File: src/rtl/pcm_arb_pkg.sv
// pcm_arb_pkg: shared state encoding, tag constants and source indices for the PCM FIFO arbiter.
package pcm_arb_pkg;

   typedef enum logic [1:0] {IDLE, TAG, SEND} arb_state_t;

   localparam logic [3:0] TAG_PREFIX = 4'hA;
   localparam int SRC_I2S = 0;
   localparam int SRC_PDM = 1;

   function automatic logic [7:0] tag_byte(input logic src);
      return {TAG_PREFIX, 3'b000, src};
   endfunction

endpackage

File: src/rtl/pcm_hold_slot.sv
// pcm_hold_slot: one-sample holding slot with capture/overrun logic and saturating drop counter.
module pcm_hold_slot
   import pcm_arb_pkg::*;
#(
   parameter int DATA_SIZE      = 24,
   parameter int DROP_CNT_WIDTH = 16
) (
   input  logic                      clk,
   input  logic                      rst_n,
   input  logic                      enable_i,
   input  logic                      valid_i,
   input  logic                      grant_i,
   input  logic [DATA_SIZE-1:0]      data_i,
   output logic [DATA_SIZE-1:0]      data_o,
   output logic                      pending_o,
   output logic [DROP_CNT_WIDTH-1:0] drop_cnt_o
);

   logic [DATA_SIZE-1:0]      data_q, data_d;
   logic                      pending_q, pending_d;
   logic [DROP_CNT_WIDTH-1:0] drop_q, drop_d;
   logic                      take, drop;

   // A grant frees the slot in the same edge, so a coincident valid reloads it.
   always_comb begin
      take      = valid_i && enable_i && (!pending_q || grant_i);
      drop      = valid_i && enable_i && pending_q && !grant_i;
      pending_d = take || (pending_q && !grant_i);
      data_d    = take ? data_i : data_q;
      drop_d    = (drop && !(&drop_q)) ? drop_q + DROP_CNT_WIDTH'(1) : drop_q;
   end

   always_ff @(posedge clk or negedge rst_n) begin
      if (!rst_n) begin
         data_q    <= '0;
         pending_q <= 1'b0;
         drop_q    <= '0;
      end else begin
         data_q    <= data_d;
         pending_q <= pending_d;
         drop_q    <= drop_d;
      end
   end

   assign data_o     = data_q;
   assign pending_o  = pending_q;
   assign drop_cnt_o = drop_q;

endmodule

File: src/rtl/pcm_fifo_arbiter.sv
// pcm_fifo_arbiter: round-robin merge of I2S and PDM samples into LSB-first FIFO byte writes.
// Optional PCM_ARB_TAG_EN prefixes each sample with a {4'hA, 3'b000, src} tag byte.
module pcm_fifo_arbiter
   import pcm_arb_pkg::*;
#(
   parameter int DATA_SIZE      = 24,
   parameter int DROP_CNT_WIDTH = 16
) (
   input  logic                      clk,
   input  logic                      rst_n,
   input  logic [1:0]                src_enable_i,
   input  logic [DATA_SIZE-1:0]      src0_data_i,
   input  logic                      src0_valid_i,
   input  logic [DATA_SIZE-1:0]      src1_data_i,
   input  logic                      src1_valid_i,
   input  logic                      fifo_full_i,
   output logic                      fifo_wr_en_o,
   output logic [7:0]                fifo_write_data_o,
   output logic [DROP_CNT_WIDTH-1:0] drop_cnt0_o,
   output logic [DROP_CNT_WIDTH-1:0] drop_cnt1_o,
   output logic                      busy_o
);

   localparam int NB = DATA_SIZE / 8;
   localparam int BW = (NB > 1) ? $clog2(NB) : 1;
   localparam logic [BW-1:0] B_LAST = BW'(NB - 1);

   if (DATA_SIZE % 8 != 0 || DATA_SIZE < 8 || DATA_SIZE > 32) begin : g_bad_size
      $error("DATA_SIZE must be a multiple of 8 in 8..32");
   end

   arb_state_t           state_q;
   logic [DATA_SIZE-1:0] shift_q;
   logic [BW-1:0]        b_q;
   logic                 last_grant_q;
   logic [1:0]           pend, gnt;
   logic [DATA_SIZE-1:0] slot0_data, slot1_data;
   logic                 idle;
`ifdef PCM_ARB_TAG_EN
   logic                 src_q;
`endif

   pcm_hold_slot #(.DATA_SIZE(DATA_SIZE), .DROP_CNT_WIDTH(DROP_CNT_WIDTH)) u_slot0 (
      .clk        (clk),
      .rst_n      (rst_n),
      .enable_i   (src_enable_i[SRC_I2S]),
      .valid_i    (src0_valid_i),
      .grant_i    (gnt[SRC_I2S]),
      .data_i     (src0_data_i),
      .data_o     (slot0_data),
      .pending_o  (pend[SRC_I2S]),
      .drop_cnt_o (drop_cnt0_o)
   );

   pcm_hold_slot #(.DATA_SIZE(DATA_SIZE), .DROP_CNT_WIDTH(DROP_CNT_WIDTH)) u_slot1 (
      .clk        (clk),
      .rst_n      (rst_n),
      .enable_i   (src_enable_i[SRC_PDM]),
      .valid_i    (src1_valid_i),
      .grant_i    (gnt[SRC_PDM]),
      .data_i     (src1_data_i),
      .data_o     (slot1_data),
      .pending_o  (pend[SRC_PDM]),
      .drop_cnt_o (drop_cnt1_o)
   );

   // last_grant_q high means PDM went last, so I2S wins the next tie.
   always_comb begin
      idle         = state_q == IDLE;
      gnt[SRC_I2S] = idle && pend[SRC_I2S] && (!pend[SRC_PDM] || last_grant_q);
      gnt[SRC_PDM] = idle && pend[SRC_PDM] && (!pend[SRC_I2S] || !last_grant_q);
      fifo_wr_en_o = !idle && !fifo_full_i;
      busy_o       = !idle || |pend;
`ifdef PCM_ARB_TAG_EN
      fifo_write_data_o = state_q == TAG  ? tag_byte(src_q) :
                          state_q == SEND ? shift_q[7:0] : 8'h00;
`else
      fifo_write_data_o = state_q == SEND ? shift_q[7:0] : 8'h00;
`endif
   end

   always_ff @(posedge clk or negedge rst_n) begin
      if (!rst_n) begin
         state_q      <= IDLE;
         shift_q      <= '0;
         b_q          <= '0;
         last_grant_q <= 1'b1;
`ifdef PCM_ARB_TAG_EN
         src_q        <= 1'b0;
`endif
      end else begin
         case (state_q)
            IDLE: if (|gnt) begin
               shift_q      <= gnt[SRC_I2S] ? slot0_data : slot1_data;
               b_q          <= '0;
               last_grant_q <= gnt[SRC_PDM];
`ifdef PCM_ARB_TAG_EN
               src_q        <= gnt[SRC_PDM];
               state_q      <= TAG;
`else
               state_q      <= SEND;
`endif
            end
`ifdef PCM_ARB_TAG_EN
            TAG: if (!fifo_full_i) state_q <= SEND;
`endif
            SEND: if (!fifo_full_i) begin
               shift_q <= shift_q >> 8;
               b_q     <= b_q + BW'(1);
               if (b_q == B_LAST) state_q <= IDLE;
            end
            default: state_q <= IDLE;
         endcase
      end
   end

endmodule

File: config.mk
export PLATFORM = sky130hd
export DESIGN_NAME = pcm_fifo_arbiter
export DESIGN_NICKNAME = d
export VERILOG_FILES = /design/src/rtl/pcm_arb_pkg.sv /design/src/rtl/pcm_hold_slot.sv /design/src/rtl/pcm_fifo_arbiter.sv
export SDC_FILE = /design/constraint.sdc
export NUM_CORES = 1
export LEC_CHECK = 0
export ABC_AREA = 1
export BUFFER_PORTS_ARGS = -buffer_cell sky130_fd_sc_hd__buf_4
export CORE_MARGIN = 1.5
export CORE_UTILIZATION = 61
export CTS_CLUSTER_DIAMETER = 50
export DETAILED_ROUTE_END_ITERATION = 8
export GPL_ROUTABILITY_DRIVEN = 0
export GPL_TIMING_DRIVEN = 0
export MAX_ROUTING_LAYER = met4
export PLACE_DENSITY = 0.84
export SETUP_SLACK_MARGIN = 0.3
export SLEW_MARGIN = 30
export SYNTH_ARGS = -nofsm -noshare
export SYNTH_HDL_FRONTEND = slang
export SYNTH_HIERARCHICAL = 1
export SYNTH_SLANG_ARGS = --single-unit
File: constraint.sdc
create_clock -name clk -period 3.6 [get_ports clk]
set_input_delay 0.72 -clock clk [delete_from_list [all_inputs] [get_ports clk]]
set_output_delay 0.72 -clock clk [all_outputs]
set_load 0.01 [all_outputs]
==> run metrics <==
Hold Crit Class in -> async; Ant. Diodes 0; unrepaired setup endpoints after global routing false; crit path time final 2.21 ns; Vert. Die Dim 99.5 um; R2R depth 9; clock root cell clkbuf_8; max cap viols 0; synthesized flop and latch total 110; reg2reg start u_slot1/pending_o$_DFF_PN0_; clk buf depth 2; Fillers 700; H-tree depth 3; Clock power frac 0.168; register area 2750 um2; P&R area growth vs syn 18.5%; drt wl/cell 14.3 um; cts bufs inserted 9; CTS Sinks 110; most frequent cell on the critical path inv_1; via count 4,777; Seq/Total Area, Yosys 0.485; Sw Ratio 0.364; Worst Tran Pin Value 0.846 ns; Final #Nets 830; DRC Markers 0; Worst R2R Setup Slack 1.39 ns; Post-CTS Setup Bufs 0; Slowest cell on crit path dfrtp_1; Comb pwr share 0.358; Post-Syn Area 5680 um2; relative slew slack 0.436; Vias/cell 5.38; Int Power 2640 uW; Gate Count Post-Synth 665; post-cts gate resize count 0; pin count of the biggest net entering global routing 111; share of layout cells above drive strength 1 0.283; multi-input logic area 2580 um2; CP Max Fanout 10; Core Region 9150 um2; Power per Cell Area 617 nW/um2; design area 6730 um2; antenna violations before repair 0; period utilization 0.613; vias in the first global route 4,530; Max VDD drop 340 uV; final WL 12,700 um; remaining global-route overflow 0; max incr delay on CP 0.46 ns; Placed Area 6540 um2; Flop pwr share 0.474; worst endpoint required time 3.86 ns; crit path cell chain nand2_2 -> nand2_4 -> buf_6 -> inv_1 -> inv_1 -> nand2_1 -> nand3_1 -> buf_2 -> mux2_2; Hold Fails Final Rpt 0; switching power total 1510 uW; Post-CTS Hold Buffers 0; post-route ant nets 0; CTS tree done; Die X 99.5 um; Final Max Slew Viols 0; highest-count cells in the layout ignoring fill and taps nand2_1, dfrtp_1, buf_4; post-DP HPWL 9180 um; final setup violation count 0; initial DRC count 229; Yosys warning count 6; Pleak 0.00344 uW; Final Non-Filler Cells 888; TritonRoute pass-1 iters 5; Worst EP arrival 2.46 ns; num ports 97; status complete, no violations; crit path launch type register; skew final 0.0113 ns; Clock transition at path regs 0.11 ns; Fmax 453 MHz; port bufs 96; unique cell type count in the Yosys netlist 30; row cnt 35; R2R Path End u_slot0/data_o[22]$_DFFE_PN0P_; endpoint type of the worst setup path register; Mean Syn Cell Area 8.54 um2; Die Footprint 9900 um2; DP Cell Count 872; first-pass GRT wire length 20,500 um; syn_nets 723; starting density of the core 0.621; aggregate global-route resource usage 0.270; critical path type reg -> reg; most common cell after layout, fill and taps aside nand2_1; setup TNS 0 ns; Clk Latency, worst-skew pair 0.38 ns
[cells by family after synthesis]
family                   share of synthesized area
flip-flops                                   0.485
XOR/XNOR                                    0.0216
adder cells (fa/ha/maj)                    0.00661
AND/OR/NAND/NOR                              0.297
AO/OA/AOI/OAI                               0.0353
buffers and inverters                       0.0599
multiplexers                                0.0952
[worst max-delay path, delay by kind of cell (launching register included)]
family / cells / cell delay (ns)
and+or+nand+nor: 4 / 0.65
buffers and inverters: 4 / 0.60
DFF: 1 / 0.46
muxes: 1 / 0.38
[metal layers]
metal	vias to the layer above	wire length [um]	global-route usage
met5	-	0	-
met4	0	227	0.0888
met3	21	633	0.0450
met2	142	6690	0.464
met1	2294	5130	0.326
li1	2320	-	-
[how the worst max path moves through the flow]
stage,from,to,depth (start not counted)
after floorplan,state_q[1]$_DFFE_PN0P_,u_slot0/data_o[0]$_DFFE_PN0P_,10
after global routing,u_slot1/pending_o$_DFF_PN0_,u_slot0/data_o[22]$_DFFE_PN0P_,9
after CTS,u_slot1/pending_o$_DFF_PN0_,u_slot0/data_o[22]$_DFFE_PN0P_,9
after detailed placement,u_slot1/pending_o$_DFF_PN0_,u_slot0/data_o[2]$_DFFE_PN0P_,9
final,u_slot1/pending_o$_DFF_PN0_,u_slot0/data_o[22]$_DFFE_PN0P_,9
after global placement,u_slot1/pending_o$_DFF_PN0_,u_slot0/data_o[18]$_DFFE_PN0P_,9
[synthesized netlist by cell type (all sizes together)]
library cell / count / area (um2)
a21boi: 1 / 7.51
a21oi: 16 / 80.1
buf: 21 / 163
dfrtp: 109 / 2730
dfstp: 1 / 26.3
ha: 3 / 37.5
inv: 46 / 178
mux2: 48 / 541
nand2: 267 / 1050
nand3: 47 / 245
nand3b: 4 / 30.0
nand4: 8 / 50.1
nor2: 63 / 304
o21a: 2 / 15.0
o21ai: 15 / 97.6
xnor2: 8 / 70.1
xor2: 6 / 52.6
[flip-flops by register name, indices dropped and copies added, names as in the netlist]
| register | count |
|---|---|
| b_q | 2 |
| last_grant_q | 1 |
| shift_q | 24 |
| state_q | 1 |
| u_slot0/data_o | 24 |
| u_slot0/drop_cnt_o | 16 |
| u_slot0/pending_o | 1 |
| u_slot1/data_o | 24 |
| u_slot1/drop_cnt_o | 16 |
| u_slot1/pending_o | 1 |
[metrics by stage]
stage               hold slack, ns  utilization  power (uW)  setup slack [ns]
floorplan                    0.424            -        2960              1.74
global placement             0.462        0.714        3380              1.48
detailed placement           0.467        0.715        3470              1.42
CTS                          0.493        0.735        4170              1.39
global route                 0.504        0.735        4420              1.20
finish                       0.450        0.735        4150              1.39
[cell type report]
type | instances | share of cell area
clock buffer | 10 | 0.0205
inverter | 46 | 0.0264
buffer | 21 | 0.0242
multi-input combinational | 488 | 0.384
sequential | 110 | 0.409
timing repair buffer | 96 | 0.108
tap | 111 | 0.0206
clock inverter | 6 | 0.00670
[power groups by stage]
stage          combinational, uW  sequential (uW)  clock (uW)
3_5_place_dp                1490             1980           0
4_1_cts                     1490             1960         713
2_1_floorplan               1040             1920           0
3_3_place_gp                1430             1960           0
6_report                    1480             1970         697
5_1_grt                     1640             2020         763
No activity file was read; power rests on OpenSTA's default activity.
